<file path="src/rtl/mig_mem_arbiter_if.sv">
// mig_mem_arbiter_if
// Bundles the three requester ports (instruction fetch i_*, load/store d_*,
// loader/debug x_*) and the single-port RAM port (mem_*) of the MigU memory
// arbiter.
//   slave  : arbiter view (takes requests and mem_rdata, drives grants,
//            read responses and the RAM command)
//   master : environment view (requesters plus RAM model)
// All address fields are word addresses [ADDR_WIDTH-1:2].
interface mig_mem_arbiter_if #(
  parameter int ADDR_WIDTH = 16,
  parameter int DATA_WIDTH = 32
);

  // instruction-fetch port (read only)
  logic                    i_req;
  logic [ADDR_WIDTH-1:2]   i_addr;
  logic                    i_gnt;
  logic                    i_rvalid;
  logic [DATA_WIDTH-1:0]   i_rdata;

  // load/store port
  logic                    d_req;
  logic                    d_we;
  logic [ADDR_WIDTH-1:2]   d_addr;
  logic [DATA_WIDTH-1:0]   d_wdata;
  logic [DATA_WIDTH/8-1:0] d_wstrb;
  logic                    d_gnt;
  logic                    d_rvalid;
  logic [DATA_WIDTH-1:0]   d_rdata;

  // loader/debug port; x_lock asks to keep ownership across cycles
  logic                    x_req;
  logic                    x_lock;
  logic                    x_we;
  logic [ADDR_WIDTH-1:2]   x_addr;
  logic [DATA_WIDTH-1:0]   x_wdata;
  logic [DATA_WIDTH/8-1:0] x_wstrb;
  logic                    x_gnt;
  logic                    x_rvalid;
  logic [DATA_WIDTH-1:0]   x_rdata;

  // RAM port
  logic                    mem_en;
  logic [DATA_WIDTH/8-1:0] mem_we;
  logic [ADDR_WIDTH-1:2]   mem_addr;
  logic [DATA_WIDTH-1:0]   mem_wdata;
  logic [DATA_WIDTH-1:0]   mem_rdata;

  modport slave (
    input  i_req, i_addr,
    output i_gnt, i_rvalid, i_rdata,
    input  d_req, d_we, d_addr, d_wdata, d_wstrb,
    output d_gnt, d_rvalid, d_rdata,
    input  x_req, x_lock, x_we, x_addr, x_wdata, x_wstrb,
    output x_gnt, x_rvalid, x_rdata,
    output mem_en, mem_we, mem_addr, mem_wdata,
    input  mem_rdata
  );

  modport master (
    output i_req, i_addr,
    input  i_gnt, i_rvalid, i_rdata,
    output d_req, d_we, d_addr, d_wdata, d_wstrb,
    input  d_gnt, d_rvalid, d_rdata,
    output x_req, x_lock, x_we, x_addr, x_wdata, x_wstrb,
    input  x_gnt, x_rvalid, x_rdata,
    input  mem_en, mem_we, mem_addr, mem_wdata,
    output mem_rdata
  );

endinterface

</file>
<file path="src/rtl/mig_mem_arbiter.sv">
// mig_mem_arbiter
// Shares one synchronous single-port word RAM between the MigU instruction
// fetch port (i), load/store port (d) and loader/debug port (x).  At most one
// access is granted per cycle; read data returns to the owner one cycle
// later.  x has fixed priority and may lock the RAM for bulk loads; i and d
// alternate round-robin when both are pending.
// Ports:
//   clk          system clock
//   rst          synchronous active-high reset
//   bus          mig_mem_arbiter_if.slave (requesters + RAM)
//   conflict_cnt saturating count of cycles with two or more requesters
module mig_mem_arbiter #(
  parameter int ADDR_WIDTH = 16,
  parameter int DATA_WIDTH = 32
) (
  input  logic                clk,
  input  logic                rst,
  mig_mem_arbiter_if.slave    bus,
  output logic [15:0]         conflict_cnt
);

  localparam int SW = DATA_WIDTH / 8;

  typedef enum logic {
    ARB,
    LOCK
  } state_t;

  typedef enum logic [1:0] {
    OWN_I,
    OWN_D,
    OWN_X
  } owner_t;

  state_t                state;
  state_t                state_next;
  logic                  last_di;
  logic                  rd_pend;
  owner_t                owner;
  owner_t                win_owner;
  logic                  win_read;
  logic                  gnt_i;
  logic                  gnt_d;
  logic                  gnt_x;
  logic                  any_gnt;
  logic                  multi_req;
  logic [SW-1:0]         win_we;
  logic [ADDR_WIDTH-1:2] win_addr;
  logic [DATA_WIDTH-1:0] win_wdata;

  // Grant selection and next state.  While locked, only x may be granted;
  // the cycle x_lock drops, the normal ARB rules apply again immediately.
  // Reset suppresses every grant.
  always_comb begin
    gnt_i      = 1'b0;
    gnt_d      = 1'b0;
    gnt_x      = 1'b0;
    state_next = state;
    if (!rst) begin
      if (state == LOCK && bus.x_lock) begin
        gnt_x = bus.x_req;
      end else begin
        if (bus.x_req) begin
          gnt_x = 1'b1;
        end else if (bus.i_req && bus.d_req) begin
          // last_di = 1 means d won last, so i gets this tie
          if (last_di) begin
            gnt_i = 1'b1;
          end else begin
            gnt_d = 1'b1;
          end
        end else if (bus.i_req) begin
          gnt_i = 1'b1;
        end else if (bus.d_req) begin
          gnt_d = 1'b1;
        end
        state_next = (gnt_x && bus.x_lock) ? LOCK : ARB;
      end
    end
  end

  // RAM command from the winner; idle bus is driven to zero.  A write with
  // an all-zero strobe is still an access, but it is not a read.
  always_comb begin
    win_we    = '0;
    win_addr  = '0;
    win_wdata = '0;
    win_read  = 1'b0;
    win_owner = OWN_I;
    if (gnt_x) begin
      win_we    = bus.x_we ? bus.x_wstrb : '0;
      win_addr  = bus.x_addr;
      win_wdata = bus.x_wdata;
      win_read  = !bus.x_we;
      win_owner = OWN_X;
    end else if (gnt_d) begin
      win_we    = bus.d_we ? bus.d_wstrb : '0;
      win_addr  = bus.d_addr;
      win_wdata = bus.d_wdata;
      win_read  = !bus.d_we;
      win_owner = OWN_D;
    end else if (gnt_i) begin
      win_addr  = bus.i_addr;
      win_read  = 1'b1;
      win_owner = OWN_I;
    end
  end

  assign any_gnt   = gnt_i | gnt_d | gnt_x;
  assign multi_req = (bus.i_req & bus.d_req) | (bus.i_req & bus.x_req) |
                     (bus.d_req & bus.x_req);

  // State, round-robin history, pending read owner and conflict counter.
  always_ff @(posedge clk) begin
    if (rst) begin
      state        <= ARB;
      last_di      <= 1'b1;
      rd_pend      <= 1'b0;
      owner        <= OWN_I;
      conflict_cnt <= 16'd0;
    end else begin
      state <= state_next;
      if (gnt_i) begin
        last_di <= 1'b0;
      end else if (gnt_d) begin
        last_di <= 1'b1;
      end
      rd_pend <= any_gnt && win_read;
      if (any_gnt) begin
        owner <= win_owner;
      end
      if (multi_req && conflict_cnt != 16'hFFFF) begin
        conflict_cnt <= conflict_cnt + 16'd1;
      end
    end
  end

  assign bus.i_gnt     = gnt_i;
  assign bus.d_gnt     = gnt_d;
  assign bus.x_gnt     = gnt_x;
  assign bus.mem_en    = any_gnt;
  assign bus.mem_we    = win_we;
  assign bus.mem_addr  = win_addr;
  assign bus.mem_wdata = win_wdata;

  // A read pending across a reset cycle is dropped, so the response is
  // masked by rst as well as by the recorded owner.
  assign bus.i_rvalid = rd_pend && (owner == OWN_I) && !rst;
  assign bus.d_rvalid = rd_pend && (owner == OWN_D) && !rst;
  assign bus.x_rvalid = rd_pend && (owner == OWN_X) && !rst;
  assign bus.i_rdata  = bus.i_rvalid ? bus.mem_rdata : '0;
  assign bus.d_rdata  = bus.d_rvalid ? bus.mem_rdata : '0;
  assign bus.x_rdata  = bus.x_rvalid ? bus.mem_rdata : '0;

endmodule

</file>
<file path="src/flat_wrapper.sv">
// flat-port wrapper written by rule: the top's interface ports become plain ports
module mig_mem_arbiter_flat 
#(
  parameter int ADDR_WIDTH = 16,
  parameter int DATA_WIDTH = 32
)
  (clk, rst, conflict_cnt, bus_i_req, bus_i_addr, bus_i_gnt, bus_i_rvalid, bus_i_rdata, bus_d_req, bus_d_we, bus_d_addr, bus_d_wdata, bus_d_wstrb, bus_d_gnt, bus_d_rvalid, bus_d_rdata, bus_x_req, bus_x_lock, bus_x_we, bus_x_addr, bus_x_wdata, bus_x_wstrb, bus_x_gnt, bus_x_rvalid, bus_x_rdata, bus_mem_en, bus_mem_we, bus_mem_addr, bus_mem_wdata, bus_mem_rdata);
  mig_mem_arbiter_if #(.ADDR_WIDTH(ADDR_WIDTH), .DATA_WIDTH(DATA_WIDTH)) bus_i ();
  input  logic clk;
  input  logic rst;
  output logic [15:0] conflict_cnt;
  input wire logic [$bits(bus_i.i_req)-1:0] bus_i_req;
  input wire logic [$bits(bus_i.i_addr)-1:0] bus_i_addr;
  output wire logic [$bits(bus_i.i_gnt)-1:0] bus_i_gnt;
  output wire logic [$bits(bus_i.i_rvalid)-1:0] bus_i_rvalid;
  output wire logic [$bits(bus_i.i_rdata)-1:0] bus_i_rdata;
  input wire logic [$bits(bus_i.d_req)-1:0] bus_d_req;
  input wire logic [$bits(bus_i.d_we)-1:0] bus_d_we;
  input wire logic [$bits(bus_i.d_addr)-1:0] bus_d_addr;
  input wire logic [$bits(bus_i.d_wdata)-1:0] bus_d_wdata;
  input wire logic [$bits(bus_i.d_wstrb)-1:0] bus_d_wstrb;
  output wire logic [$bits(bus_i.d_gnt)-1:0] bus_d_gnt;
  output wire logic [$bits(bus_i.d_rvalid)-1:0] bus_d_rvalid;
  output wire logic [$bits(bus_i.d_rdata)-1:0] bus_d_rdata;
  input wire logic [$bits(bus_i.x_req)-1:0] bus_x_req;
  input wire logic [$bits(bus_i.x_lock)-1:0] bus_x_lock;
  input wire logic [$bits(bus_i.x_we)-1:0] bus_x_we;
  input wire logic [$bits(bus_i.x_addr)-1:0] bus_x_addr;
  input wire logic [$bits(bus_i.x_wdata)-1:0] bus_x_wdata;
  input wire logic [$bits(bus_i.x_wstrb)-1:0] bus_x_wstrb;
  output wire logic [$bits(bus_i.x_gnt)-1:0] bus_x_gnt;
  output wire logic [$bits(bus_i.x_rvalid)-1:0] bus_x_rvalid;
  output wire logic [$bits(bus_i.x_rdata)-1:0] bus_x_rdata;
  output wire logic [$bits(bus_i.mem_en)-1:0] bus_mem_en;
  output wire logic [$bits(bus_i.mem_we)-1:0] bus_mem_we;
  output wire logic [$bits(bus_i.mem_addr)-1:0] bus_mem_addr;
  output wire logic [$bits(bus_i.mem_wdata)-1:0] bus_mem_wdata;
  input wire logic [$bits(bus_i.mem_rdata)-1:0] bus_mem_rdata;
  assign bus_i.i_req = bus_i_req;
  assign bus_i.i_addr = bus_i_addr;
  assign bus_i_gnt = bus_i.i_gnt;
  assign bus_i_rvalid = bus_i.i_rvalid;
  assign bus_i_rdata = bus_i.i_rdata;
  assign bus_i.d_req = bus_d_req;
  assign bus_i.d_we = bus_d_we;
  assign bus_i.d_addr = bus_d_addr;
  assign bus_i.d_wdata = bus_d_wdata;
  assign bus_i.d_wstrb = bus_d_wstrb;
  assign bus_d_gnt = bus_i.d_gnt;
  assign bus_d_rvalid = bus_i.d_rvalid;
  assign bus_d_rdata = bus_i.d_rdata;
  assign bus_i.x_req = bus_x_req;
  assign bus_i.x_lock = bus_x_lock;
  assign bus_i.x_we = bus_x_we;
  assign bus_i.x_addr = bus_x_addr;
  assign bus_i.x_wdata = bus_x_wdata;
  assign bus_i.x_wstrb = bus_x_wstrb;
  assign bus_x_gnt = bus_i.x_gnt;
  assign bus_x_rvalid = bus_i.x_rvalid;
  assign bus_x_rdata = bus_i.x_rdata;
  assign bus_mem_en = bus_i.mem_en;
  assign bus_mem_we = bus_i.mem_we;
  assign bus_mem_addr = bus_i.mem_addr;
  assign bus_mem_wdata = bus_i.mem_wdata;
  assign bus_i.mem_rdata = bus_mem_rdata;
  mig_mem_arbiter #(.ADDR_WIDTH(ADDR_WIDTH), .DATA_WIDTH(DATA_WIDTH)) u_core (.clk(clk), .rst(rst), .bus(bus_i), .conflict_cnt(conflict_cnt));
endmodule
</file>
<file path="config.mk">
export PLATFORM = sky130hd
export DESIGN_NAME = mig_mem_arbiter_flat
export DESIGN_NICKNAME = d
export VERILOG_FILES = /design/src/rtl/mig_mem_arbiter_if.sv /design/src/rtl/mig_mem_arbiter.sv /design/src/flat_wrapper.sv
export SDC_FILE = /design/constraint.sdc
export NUM_CORES = 1
export LEC_CHECK = 0
export CAP_MARGIN = 20
export CORE_AREA = 5 5 122 124
export DETAILED_ROUTE_END_ITERATION = 6
export DIE_AREA = 0 0 127 129
export GPL_ROUTABILITY_DRIVEN = 0
export GPL_TIMING_DRIVEN = 0
export HOLD_SLACK_MARGIN = 0.1
export PLACE_DENSITY = 0.62
export SYNTH_ARGS = -nofsm -noshare
export SYNTH_HDL_FRONTEND = slang
export SYNTH_SLANG_ARGS = --single-unit
</file>
<file path="constraint.sdc">
create_clock -name clk -period 1.6 [get_ports clk]
set_input_delay 0.24 -clock clk [delete_from_list [all_inputs] [get_ports clk]]
set_output_delay 0.24 -clock clk [all_outputs]
set_load 0.005 [all_outputs]
</file>
; ---- Word-level counts from Yosys, hierarchy flattened
; Cells that the tools add are included.
[op_classes]
n_reduce_logical = 16
mux = 38
add_sub_neg = 1
order_cmp = 0
div = 0
shift = 0
n_mul = 0
eq_ne = 3
bitwise = 7
[ops]
columns = op, n
row1 = $mux W32, 5
row2 = $mux W14, 3
row3 = $mux W1, 25
row4 = $add A16 B1 Y16 const B, 1
row5 = $mux W4, 4
row6 = $ne A16 B16 Y1 const B, 1
row7 = $logic_and A1 B1 Y1, 11
row8 = $or A1 B1 Y1, 4
row9 = $and A1 B1 Y1, 3
row10 = $logic_not A1 Y1, 3
row11 = $eq A2 B1 Y1 const B, 1
row12 = $eq A2 B2 Y1 const B, 1
row13 = $logic_not A2 Y1, 1
row14 = $mux W2, 1
row15 = $reduce_bool A2 Y1, 1
[word_totals]
romBits = 0
register_bits = 21
ramBits = 0
latch_bits = 0
inputBits = 154
memories = 0

; ---- Longest topological paths before layout
[depth]
ltp_word = 9
ltp_mapped = 7
depth_no_buf = 5

; ---- Worst setup path after synthesis
; No wires, ideal clock.
[synth_path]
path_type = flip-flop to flip-flop
startpoint = register u_core.conflict_cnt[3]
endpoint = register u_core.conflict_cnt[0]
path_stages_with_launch = 7
synth_period_minus_slack_ns = 1.674
setup_ns = 0.121
arrival_ns = 1.553
t_required_ns = 1.479
path_slack_ns = -0.074
path_cell_list = dfxtp_1 -> and3_4 -> buf_6 -> and4b_1 -> buf_6 -> a21boi_0 -> mux2_2
[synth_via]
elab_chain_len = 2
[synth_lines]
columns = element, line
row1 = start: declaration, mig_mem_arbiter.sv:19  ; output logic [15:0] conflict_cnt
row2 = start signal: assignment, mig_mem_arbiter.sv:133  ; conflict_cnt <= conflict_cnt + 16'd1;
row3 = $ne A16 B16 Y1, mig_mem_arbiter.sv:132  ; if (multi_req && conflict_cnt != 16'hFFFF) begin
row4 = $logic_and A1 B1 Y1, mig_mem_arbiter.sv:132
; Every way passes these cells.
; A chain may end at the register's enable or synchronous reset.

; ---- Worst setup path after layout
[layout_path]
startpoint = register u_core.state
endpoint = output bus_mem_addr[12]
[layout_via]
elab_chain_len = 6
elab_cells_between_ends = 10
[layout_lines]
columns = element, line
row1 = start: declaration, mig_mem_arbiter.sv:35  ; state_t state;
row2 = start signal: assignment, mig_mem_arbiter.sv:122  ; state <= state_next;
row3 = $logic_and A1 B1 Y1 (*), mig_mem_arbiter.sv:60  ; if (state == LOCK && bus.x_lock) begin
row4 = $mux W1, mig_mem_arbiter.sv:60
row5 = $mux W1, mig_mem_arbiter.sv:59  ; if (!rst) begin
row6 = $mux W14, mig_mem_arbiter.sv:102  ; end else if (gnt_i) begin
row7 = $mux W14, mig_mem_arbiter.sv:96  ; end else if (gnt_d) begin
row8 = $mux W14 (*), mig_mem_arbiter.sv:90  ; if (gnt_x) begin
row9 = end: declaration, flat_wrapper.sv:36  ; output wire logic [$bits(bus_i.mem_addr)-1:0] bus_mem_addr;
; Every way passes the cells marked *; elsewhere a longest branch is shown, timed or not.

==> summary by stage <==
Floorplanning
The area of the die is 16380 um2. In this run the vertical extent of the chip is 129 um. In this run the core area contains 43 standard-cell rows. The core area is 13670 um2.

The starting density of the core is 0.1687. The I/O pin count is 323. Measured along the x axis, the die boundary spans 127 um.

Worst setup path
STA puts the critical path data arrival time at 1670 ps. Grouping stages by cell kind, the critical path spends the most delay in buffers and inverters. The slowest stage of the critical path belongs to the cell sky130_fd_sc_hd__dfxtp_2. The logic depth of the worst setup path including buffers is 7. The path depth of the worst reg2reg path is 6. The worst path required time is 1360 ps. Walking the worst path, the cells encountered are a21oi_4, and3_4, buf_8, buf_6, a222oi_1, inv_1, buf_2. The nature of the critical path endpoint is an output port. In this design, the stage delay of the slowest critical-path cell is 350 ps.

The worst setup path is launched from a flip-flop. The peak fanout along the critical path is 5. The worst setup path is of the flip-flop to output port kind.

The critical path contains buffers and inverters numbering 4 combined.

Logic synthesis
The compound-cell area share of the yosys netlist is 0.3093. The synthesized design contains 0 enable-type register cells. Of the total synthesized cell area, the portion taken by full adders, half adders and majority gates is 0.01031. The synthesized design spends more area on one cell type than any other, namely sky130_fd_sc_hd__and2_1. For this run, asynchronously set or reset flops after synthesis account for 0. For this run, the register share of the synthesized area comes to 0.1823. Of the total synthesized cell area, the portion taken by XOR and XNOR cells is 0.

The share of synthesized area spent on multiplexers is 0.02387. The share of synthesized area in the top cell type comes to 0.2659. After synthesis the cells add up to 2306 um2.

Sorting the synthesized cells by area gives the leading types as sky130_fd_sc_hd__and2_1, sky130_fd_sc_hd__dfxtp_1, sky130_fd_sc_hd__a22o_1. The post-synthesis simple-gate area fraction is 0.3901. The dominant combinational cell family by area after synthesis is simple AND/OR/NAND/NOR gates. Synthesis produced a netlist with a net count of 460. The post-synthesis average cell area is 7.561 um2. The number of synthesized register bits is 21. Counting every instance in the synthesized netlist gives 305. The Yosys step of the flow raised 0 warnings. The distinct cell type count of the synthesized netlist is 43. Among all flip-flop cells after synthesis, the most frequent one is sky130_fd_sc_hd__dfxtp_1.

STA
Setup repair after global routing could not meet its margin everywhere. The final critical path time including I/O delays and setup is 1908 ps. The ratio of final minimum period to clock period is 1.192. At the pin with the least slew margin, the transition time is 512.5 ps. The post-route clock skew is 3.688 ps.

Timing would allow up to 524.2 MHz. The final-report hold violation count is 0. Setup violations remaining at the end of the flow were counted as 147. The post-layout worst setup margin is -307.5 ps. The number of max-slew violations in the final report came to 0.

The worst slew slack as a fraction of its limit is 0.6584.

Clock tree
The longest clock path from root to sink contains 2 buffers. The number of buffers inserted during clock tree synthesis is 3. The clock transition at the register clock pins on the worst setup and hold paths after CTS is 60 ps. Counting every sink on the clock net gives 21.

The root buffer cell chosen for the clock tree is sky130_fd_sc_hd__clkbuf_16. TritonCTS built the clock tree. In this run the number of H-tree levels came out at 1. The clock latency on the worst-skew pair is 260 ps.

Global route
The number of antenna violations at the first check in global routing was 4. The first global-routing pass estimated 24920 um of wire. Entering global routing, the biggest net connects 14 pins.

The number of global-route vias before repair came to 4074. After global routing the overflow that remains totals 0. For this run, the total global-route usage over all layers was measured as 0.1932.

Final layout
Excluding fillers, the count of instances in the completed layout stands at 875. The number of nets in the layout is 849. From synthesis to final layout, the design area changed by 203.6%. Of the cells placed in the final design, the portion with a size suffix greater than 1 is 0.5584.

Pwr
Summed over all cells, the static leakage comes to 3.233 nW. The worst-case IR drop observed on VDD is 0.0003211 V. Overall power consumption after layout is estimated at 2.166 mW. The power density normalized to cell area is 309.4 nW/um2.

Detailed routing
The number of iterations in the first detailed-routing pass is 6. In the routed design, unresolved DRC markers number 0. The number of DRC markers after the initial detailed-route iteration is 265. The via-per-instance ratio is 4.650.

The detailed-route wire length per cell is 20.73 um. For this block, the routed nets add up to 18140 um of wire. The routed layout has 4069 vias. The count of nets left with antenna violations once routing finished came out at 0.

Placement
The number of placed cells counting well taps is 807. Buffers placed on the I/O ports in this run total 321. The sum of net half-perimeters after detailed placement is 13910 um.

Worst hold path
Along the worst hold path, the cell count comes to 3. The path class of the tightest hold or removal check is input port to flip-flop.

Status
The flow ran to the end, but the final reports show violations. The checks that failed: setup timing.

Flow run
The count of max-cap constraint violations is 0.
## cell type report
type	count	area, um2
tap	180	225.2
clock inverter	1	7.507
clock buffer	3	75.07
antenna	2	5.005
buffer	22	256.5
multi-input combinational	239	2076
inverter	18	67.56
fill	1241	6664
timing repair buffer	389	3827
sequential	21	461.7
## worst min-delay path: cells and delay by family
kind                   cells  cell delay (ps)
buffers and inverters      1              150
AO/OA/AOI/OAI              1               50
AND/OR/NAND/NOR            1               70
## cell families (layout without fill, tap and decap cells)
| family | after synthesis | count (layout) |
|---|---|---|
| buffers and inverters | 45 | 433 |
| AND/OR/NAND/NOR | 146 | 146 |
| other | 0 | 2 |
| AO/OA/AOI/OAI | 86 | 86 |
| multiplexers | 5 | 5 |
| adder cells (fa/ha/maj) | 2 | 2 |
| flip-flops | 21 | 21 |
## sequential cells by signal (all words and copies together) (netlist names)
register             cells
u_core.rd_pend           1
u_core.conflict_cnt     16
u_core.last_di           1
u_core.state             1
u_core.owner             2
## stage by stage
step | instance area [um2] | worst slack [ps] | TNS (ps) | util | hold WS, ps
floorplan | 2321 | -19.81 | -396.3 | - | 388.0
finish | 7002 | -307.5 | -22180 | 0.5124 | 291.8
detailed placement | 5764 | -1560 | -210820 | 0.4218 | 470.2
global placement | 5759 | -1629 | -204420 | 0.4214 | 448.5
global route | 6999 | -354.0 | -31970 | 0.5122 | 310.3
CTS | 6481 | -310.9 | -28060 | 0.4743 | 287.1
## layer usage
metal / vias to the layer above / GRT usage / wire (um)
met1: 1929 / 0.2239 / 7087
li1: 1906 / - / -
met5: - / 0 / 41
met3: 22 / 0.06517 / 1532
met4: 6 / 0.03344 / 199
met2: 206 / 0.3502 / 9276
## worst paths after layout
check,from,endpoint,slack (ps)
setup / recovery,u_core.state,bus_mem_addr[12],-310
hold / removal,bus_x_req,u_core.owner[1],290
setup reg to reg,u_core.conflict_cnt[6],u_core.conflict_cnt[11],60
hold reg to reg,u_core.conflict_cnt[11],u_core.conflict_cnt[11],500
## cells in the mapped netlist (all sizes together), types with 5 or more instances
| cell | number |
|---|---|
| a21oi | 13 |
| a222oi | 14 |
| a22o | 32 |
| and2 | 98 |
| buf | 8 |
| clkbuf | 19 |
| dfxtp | 21 |
| inv | 18 |
| nand2 | 9 |
| nand3 | 5 |
| nor2 | 8 |
| nor2b | 5 |
| o31ai | 5 |
## report_power, final
group	switching, mW	total, mW	internal, mW
clock network	0.215	0.554	0.339
registers	0.0196	0.551	0.531
logic	0.365	1.06	0.696
total	0.599	2.17	1.57
## what timing repair did
item | 4_1_cts | 5_1_grt
buffers inserted | 49 | 14
hold buffers | 0 | 0
gates cloned | 9 | 1
endpoints found under the setup margin | 168 | 166
gates resized for setup | 849 | 141
pin swaps | 76 | 29
## cell usage in the layout, fill, tap and decap left out, types with 3 or more instances in the layout
cell,Yosys,routed
sky130_fd_sc_hd__nand3_1,5,5
sky130_fd_sc_hd__clkbuf_2,0,4
sky130_fd_sc_hd__nor2b_1,5,4
sky130_fd_sc_hd__clkdlybuf4s50_1,0,164
sky130_fd_sc_hd__o31ai_1,5,5
sky130_fd_sc_hd__dfxtp_4,0,6
sky130_fd_sc_hd__buf_6,2,138
sky130_fd_sc_hd__a21oi_2,0,4
sky130_fd_sc_hd__a22o_1,32,32
sky130_fd_sc_hd__dfxtp_2,0,15
sky130_fd_sc_hd__a32o_1,4,4
sky130_fd_sc_hd__a21oi_1,13,8
sky130_fd_sc_hd__or4_1,4,4
sky130_fd_sc_hd__a222oi_1,14,14
sky130_fd_sc_hd__nand2_1,9,9
sky130_fd_sc_hd__nand4_1,3,3
sky130_fd_sc_hd__mux2_2,4,3
sky130_fd_sc_hd__nor2_1,8,8
sky130_fd_sc_hd__and2_1,98,5
sky130_fd_sc_hd__clkbuf_16,0,5
sky130_fd_sc_hd__buf_4,1,20
sky130_fd_sc_hd__and3_4,1,3
sky130_fd_sc_hd__inv_1,18,17
sky130_fd_sc_hd__buf_2,5,56
sky130_fd_sc_hd__o41ai_1,3,3
sky130_fd_sc_hd__buf_8,0,15
sky130_fd_sc_hd__and2_4,0,93
(Power assumes the default switching activity.)
